--- config.mk ---
export PLATFORM = sky130hd
export DESIGN_NAME = mem_burst_reader
export DESIGN_NICKNAME = d
export VERILOG_FILES = /design/src/rtl/mem_burst_reader.sv
export SDC_FILE = /design/constraint.sdc
export NUM_CORES = 1
export LEC_CHECK = 0
export BUFFER_PORTS_ARGS = -buffer_cell sky130_fd_sc_hd__buf_2
export CAP_MARGIN = 20
export CORE_MARGIN = 4
export CORE_UTILIZATION = 55
export DETAILED_ROUTE_END_ITERATION = 10
export PLACE_DENSITY = 0.77
export SLEW_MARGIN = 15
export SYNTH_ARGS = -nofsm -noshare
export SYNTH_HDL_FRONTEND = slang
export SYNTH_SLANG_ARGS = --single-unit
--- constraint.sdc ---
create_clock -name clk -period 3.05 [get_ports clk]
set_input_delay 0.1525 -clock clk [delete_from_list [all_inputs] [get_ports clk]]
set_output_delay 0.1525 -clock clk [all_outputs]
set_load 0.02 [all_outputs]
--- src/rtl/mem_burst_reader.sv ---
// Streams a burst of consecutive RAM words onto a valid/ready output, hiding the RAM's 1-cycle read latency.
// Latency: first word visible two edges after start; 1 word/cycle sustained; stalls hold data with <=2 words buffered.
module mem_burst_reader #(
  parameter int DATA_W = 16,
  parameter int ADDR_W = 14
) (
  input  logic              clk,
  input  logic              rst_n,
  input  logic              start,
  input  logic [ADDR_W-1:0] base_addr,
  input  logic [ADDR_W:0]   length,
  output logic              busy,
  output logic              done,
  output logic              mem_rd_en,
  output logic [ADDR_W-1:0] mem_addr,
  input  logic [DATA_W-1:0] mem_rdata,
  output logic [DATA_W-1:0] out_data,
  output logic              out_valid,
  input  logic              out_ready
);

  typedef enum logic [1:0] {
    S_IDLE  = 2'd0,
    S_READ  = 2'd1,
    S_DRAIN = 2'd2,
    S_DONE  = 2'd3
  } state_t;

  localparam logic [ADDR_W:0] LEN_ZERO = '0;
  localparam logic [ADDR_W:0] LEN_ONE  = {{ADDR_W{1'b0}}, 1'b1};

  state_t              state_q, state_d;
  logic [ADDR_W-1:0]   addr_q, addr_d;
  logic [ADDR_W:0]     rd_left_q, rd_left_d;
  logic [ADDR_W:0]     xf_left_q, xf_left_d;
  logic                inflight_q, inflight_d;
  logic [DATA_W-1:0]   fifo_q [2];
  logic [DATA_W-1:0]   fifo_d [2];
  logic                wr_ptr_q, wr_ptr_d;
  logic                rd_ptr_q, rd_ptr_d;
  logic [1:0]          count_q, count_d;
  logic [DATA_W-1:0]   last_q, last_d;

  logic                pop;
  logic                rd_en;
  logic [2:0]          occupancy;
  logic [DATA_W-1:0]   head;

  assign head      = fifo_q[rd_ptr_q];
  assign out_valid = (count_q != 2'd0);
  assign pop       = out_valid && out_ready;
  assign occupancy = {1'b0, count_q} + {2'b00, inflight_q};

  // A same-cycle pop frees a slot, which keeps the stream bubble-free at full rate.
  assign rd_en = (state_q == S_READ) && (rd_left_q != LEN_ZERO) &&
                 ((occupancy < 3'd2) || pop);

  assign mem_rd_en = rd_en;
  assign mem_addr  = addr_q;
  assign busy      = (state_q != S_IDLE);
  assign done      = (state_q == S_DONE);
  assign out_data  = out_valid ? head : last_q;

  always_comb begin
    state_d   = state_q;
    addr_d    = addr_q;
    rd_left_d = rd_left_q;
    xf_left_d = xf_left_q;

    if (pop) begin
      xf_left_d = xf_left_q - LEN_ONE;
    end

    case (state_q)
      S_IDLE: begin
        if (start) begin
          if (length != LEN_ZERO) begin
            state_d   = S_READ;
            addr_d    = base_addr;
            rd_left_d = length;
            xf_left_d = length;
          end else begin
            state_d = S_DONE;
          end
        end
      end
      S_READ: begin
        if (rd_en) begin
          rd_left_d = rd_left_q - LEN_ONE;
          // The address stays on the final read once the burst is fully issued.
          if (rd_left_q != LEN_ONE) begin
            addr_d = addr_q + 1'b1;
          end else begin
            state_d = S_DRAIN;
          end
        end
      end
      S_DRAIN: begin
        if (pop && (xf_left_q == LEN_ONE)) begin
          state_d = S_DONE;
        end
      end
      S_DONE: begin
        state_d = S_IDLE;
      end
      default: begin
        state_d = S_IDLE;
      end
    endcase
  end

  always_comb begin
    fifo_d     = fifo_q;
    wr_ptr_d   = wr_ptr_q;
    rd_ptr_d   = rd_ptr_q;
    last_d     = last_q;
    inflight_d = rd_en;
    count_d    = count_q + {1'b0, inflight_q} - {1'b0, pop};

    if (inflight_q) begin
      fifo_d[wr_ptr_q] = mem_rdata;
      wr_ptr_d         = ~wr_ptr_q;
    end
    if (pop) begin
      rd_ptr_d = ~rd_ptr_q;
      last_d   = head;
    end
  end

  always_ff @(posedge clk or negedge rst_n) begin
    if (!rst_n) begin
      state_q    <= S_IDLE;
      addr_q     <= '0;
      rd_left_q  <= '0;
      xf_left_q  <= '0;
      inflight_q <= 1'b0;
      fifo_q     <= '{default: '0};
      wr_ptr_q   <= 1'b0;
      rd_ptr_q   <= 1'b0;
      count_q    <= 2'd0;
      last_q     <= '0;
    end else begin
      state_q    <= state_d;
      addr_q     <= addr_d;
      rd_left_q  <= rd_left_d;
      xf_left_q  <= xf_left_d;
      inflight_q <= inflight_d;
      fifo_q     <= fifo_d;
      wr_ptr_q   <= wr_ptr_d;
      rd_ptr_q   <= rd_ptr_d;
      count_q    <= count_d;
      last_q     <= last_d;
    end
  end

  a_no_overflow: assert property (@(posedge clk) disable iff (!rst_n)
    !(inflight_q && (count_q == 2'd2) && !pop));
  a_count_range: assert property (@(posedge clk) disable iff (!rst_n)
    count_q != 2'd3);

endmodule

# Yosys cells after proc, flatten, opt, wreduce, memory -nomap -nowiden
# Cells that the tools add are included.
# word_totals
regBits	99
input_bits	49
output_inout_bits	34
# op_classes
n_mux	26
addsub	6
n_reduce_logical	15
bitwise_logic	4
magnitude_cmp	4
eq_ne	11
# ops
operator	n
$mux 15	7
$mux 16	5
$mux 14	4
$bwmux 32	1
$pmux 15 s2	1
$reduce_bool 15->1	2
$sub 15x1->15 const B	2
$pmux 14 s2	1
$demux 16 s1	1
$eq 15x1->1 const B	1
$ne 15x1->1 const B	1
$add 14x1->14 const B	1
$mux 2	5
$ne 2x2->1 const B	5
$pmux 2 s4	1
$reduce_and 4->1	2
$reduce_bool 2->1	3
$logic_and 1x1->1	5
$reduce_and 5->1	1
$eq 2x2->1 const B	2
$ge 2x2->1 const B	2
$not 1->2	2
$add 2x1->3	1
$lt 3x2->1 const B	1
8 further kinds	9

# Depth between registers and ports, before layout
# depth
ltp_word	6
depth_mapped	9
ltp_nobuf	7

# Worst setup path after synthesis
# Ideal clock, no wire load.
# synth_timing
kind	register to register
startpoint	reg count_q[0]
endpoint	reg count_q[1]
arrival_ns	1.978
path_slack_ns	0.948
t_required_ns	2.926
path_stages_with_launch	10
path_cell_list	dfrtp_1 > o21ai_1 > buf_2 > clkbuf_1 > inv_1 > ha_1 > inv_1 > ha_1 > xnor2_1 > xnor2_1
# synth_between
elab_chain_cells	3
word_cells_on_any_way	4
cone_classes	2 x add/sub; 2 x reduce/logical
# synth_lines
element	line	rtl
start, declared	41	logic [1:0] count_q, count_d;
start signal, assigned	151	count_q <= count_d;
parallel branches: the longest is 2 deep, another holds $add 2x1->2	-	
$sub 2x1->2 (*)	118	count_d = count_q + {1'b0, inflight_q} - {1'b0, pop};
named net count_d[1]	41	
# Mark *: on every way through the listed nets, which the timed path passes.
# A chain may end at the register's enable or synchronous reset.

# Final worst setup path
# layout_timing
startpoint	reg state_q[0]
endpoint	reg addr_q[1] (netlist: mem_addr[1])
# layout_between
elab_chain_cells	5
word_cells_on_any_way	11
cone_classes	5 x eq/ne; 1 x mux; 5 x reduce/logical
# layout_lines
element	line	rtl
start, declared	32	state_t state_q, state_d;
start signal, assigned	143	state_q <= state_d;
$eq 2x1->1	55, 74	
$logic_and 1x1->1 (2 in series)	55	assign rd_en = (state_q == S_READ) && (rd_left_q != LEN_ZERO) &&
$ne 2x2->1 (no source line)	-	
$reduce_and 5->1 (no source line)	-	
end signal, assigned	144	addr_q <= addr_d;
end, declared	33	logic [ADDR_W-1:0] addr_q, addr_d;
# Parallel ways exist; a longest one is shown, timed or not.

==> impl_metrics.yaml <==
pwr:
  combinationalPowerShare: 0.523
  p_total_mw: 7.236
  powerDensity_nw_per_um2: 1152
  p_int_mw: 3.854
  p_switching_mw: 3.382
  p_seq_frac: 0.363
  swShare: 0.4674
  p_leak_nw: 2.728
  peakVddDrop_mv: 0.6041
  pwr-share-clk: 0.114
route:
  drt-initial-drc-count: 318
  drc: 0
  avgRoutedWirePerCell_um: 17.35
  final_antenna_net_count: 0
  dr.pass1.iters: 5
  vias: 4606
  viasPerCell: 6.053
  wirelength_mm: 13.21
synth:
  syn_avg_cell_area_um2: 10.06
  syn_nets: 612
  synth-edff-count: 0
  synth_top_area_frac: 0.4460
  ys_seq_elements: 99
  syn_inst: 552
  syn_area_um2: 5554
  yosys.area.top_type: "dfrtp_1"
  async_flop_share: 1.000
  yosys-top-cells-area: "dfrtp_1, mux2_2, mux2i_1, nand2_1, a21oi_1"
  ys_warn_count: 0
  synth-main-ff-cell: "dfrtp_1"
  ys_seq_area_frac: 0.4460
  yosys.cell_types.count: 72
final_layout:
  diodes: 0
  post-route-util: 0.6395
  fin_area_um2: 6280
  layout.cells.non_filler: 761
  fill_cells: 862
  syn2layout_area_growth_pct: 13.07
  final_layout_size_suffix_gt1_frac: 0.2803
  nets: 683
timing:
  rsz0062_at_grt: "no"
  fin_skew_ns: 0.01745
  drv_slew: 0
  finalHoldViolCount: 0
  worst_pin_slew_ns: 1.039
  setup_ws_ns: 0.5527
  tns_ns: 0
  fin_hold_ws_ns: 0.01643
  final.min_clock_period_ns: 2.497
  post-route-period-util: 0.8188
  setup_viol: 0
  relSlewSlack: 0.3073
  fmax_mhz: 400.4
worst_setup_path:
  regToRegSetupSlack_ns: 0.55
  critPathRequiredTime_ns: 3.32
  worst_setup_path_end_kind: "flip-flop"
  crit_type: "reg -> reg"
  r2r_cells: 7
  path_max_fanout: 13
  arrival_ns: 2.76
  start_kind: "flip-flop"
  reg2reg_to: "mem_addr[1]$_DFFE_PN0P_"
  cp-startpoint: "state_q[0]$_DFFE_PN0P_"
  crit_path_end: "mem_addr[1]$_DFFE_PN0P_"
  r2r-start: "state_q[0]$_DFFE_PN0P_"
floorplan:
  die_area_um2: 11770
  io_pins: 83
  start_util: 0.5656
  fp.coreArea_um2: 9819
  rows: 36
  die_h_um: 108.5
  die_x_um: 108.5
cts:
  insertion_delay_ns: 0.37
  cts.sinks: 99
  postCtsHoldBufs: 1
  clk_path_buf_depth: 2
  cts_tree: "done"
  cts_resized: 0
  cts_inserted_buffers: 9
  cts_htree_levels: 3
  postCtsSetupBuffers: 0
  clk_pin_slew_worst_paths_ns: 0.11
  cts_root_buffer: "clkbuf_8"
placement:
  numPortBuffers: 82
  place_area_um2: 6038
  dp_cells: 741
  post-place-ws_ns: 0.5605
  hpwlAfterDp_mm: 9.181
  gp_congestion: 0.9149
grt:
  grt_use_met3: 0.04000
  grt_pass1_wl_mm: 22.14
  met2_usage: 0.3751
  first_global_vias: 4522
  grt_antenna_before_repair: 0
  grt_start_max_net_pins: 84
  use_met1: 0.3242
  globalRouteOverflowTotal: 0
  busiest_layer: "met2"
  grt_usage: 0.2358
status:
  status: "finished, final reports clean"
hold_path:
  hp-class: "in -> reg"
job:
  drv_cap: 0
[synthesized netlist by cell type (15+ instances only)]
library cell and instances:
dfrtp_1 99, nand2_1 44, nor2_1 42, mux2_2 33, a21oi_1 32, o21ai_0 29
inv_1 22, mux2i_1 20, clkbuf_1 19, nor3_1 17, nand3_1 15
[cell families (layout without fill, tap and decap cells)]
family,Yosys count,after routing,share of synthesized area
compound gates,140,140,0.1836
xor+xnor,17,17,0.02681
flops,99,99,0.4460
mux,54,54,0.1057
fa+ha+maj,11,11,0.02478
buf+inv,56,132,0.04280
simple gates,175,175,0.1703
[placed cells by master (no fill, tap or decap), types with 3 or more instances in the layout]
master and instances:
dfrtp_1 99, buf_2 81, nand2_1 44, nor2_1 42
mux2_2 33, a21oi_1 32, o21ai_0 29, inv_1 22
mux2i_1 20, nor3_1 17, nand3_1 15, xnor2_1 11
ha_1 11, and3_1 10, nand4_1 9, clkbuf_8 9
o211ai_1 8, buf_4 8, xor2_1 6, nor4_1 6
a31oi_1 6, a32oi_1 6, o211ai_2 6, o21ai_1 5
nor4_4 4, or3_1 4, and4_1 4, o32ai_1 4
a211oi_2 4, o221a_1 4, o21ai_2 3, a21oi_2 3
nor2b_1 3, o211a_1 3, inv_6 3, dlygate4sd3_1 3
[power by group through the flow]
stage	clock [mW]	sequential, mW	combinational, mW
4_1_cts	0.847	2.61	3.79
5_1_grt	0.904	2.72	4.21
3_3_place_gp	0	2.59	3.66
2_1_floorplan	0	2.53	2.87
6_report	0.828	2.62	3.78
3_5_place_dp	0	2.64	3.77
[flip-flops by register name (all words and copies together) (netlist names)]
signal / flops
state_q: 2
fifo_q: 32
mem_addr: 14
wr_ptr_q: 1
last_q: 16
rd_left_q: 15
inflight_q: 1
rd_ptr_q: 1
count_q: 2
xf_left_q: 15
[worst max-delay path: stages (launching register included)]
cell and delay, ns:
dfrtp_1 0.42, inv_1 0.11, ha_1 0.23, nand2_1 0.10, a41oi_2 0.20, nand2_2 0.22
a21oi_2 0.76, mux2_4 0.35
[per-layer routing]
layer,wire [um],vias up,share of wire
met5,0,-,0
met4,316,0,0.024
met3,778,24,0.059
met2,6342,178,0.48
met1,5769,2234,0.44
li1,-,2170,-
[final cells by class]
cell class	instances	area, um^2	share of cell area
multi-input cells	397	2843	0.4527
clock buffers	9	123.9	0.01973
clock inverters	7	67.56	0.01076
flip-flops and latches	99	2477	0.3945
repair buffers	93	515.5	0.08209
inverters	23	86.33	0.01375
well taps	133	166.4	0.02650
[worst min-delay path by stage]
stage | startpoint | end | slack [ns] | depth (start not counted)
floorplan | rst_n | count_q[0]$_DFF_PN0_ | -0.14 | 0
global route | base_addr[7] | mem_addr[7]$_DFFE_PN0P_ | 0.003 | 3
global placement | base_addr[7] | mem_addr[7]$_DFFE_PN0P_ | 0.38 | 3
detailed placement | base_addr[9] | mem_addr[9]$_DFFE_PN0P_ | 0.39 | 3
CTS | base_addr[7] | mem_addr[7]$_DFFE_PN0P_ | 0.003 | 3
finish | base_addr[7] | mem_addr[7]$_DFFE_PN0P_ | 0.02 | 3
Note: power is estimated with default switching activity, not from simulation.
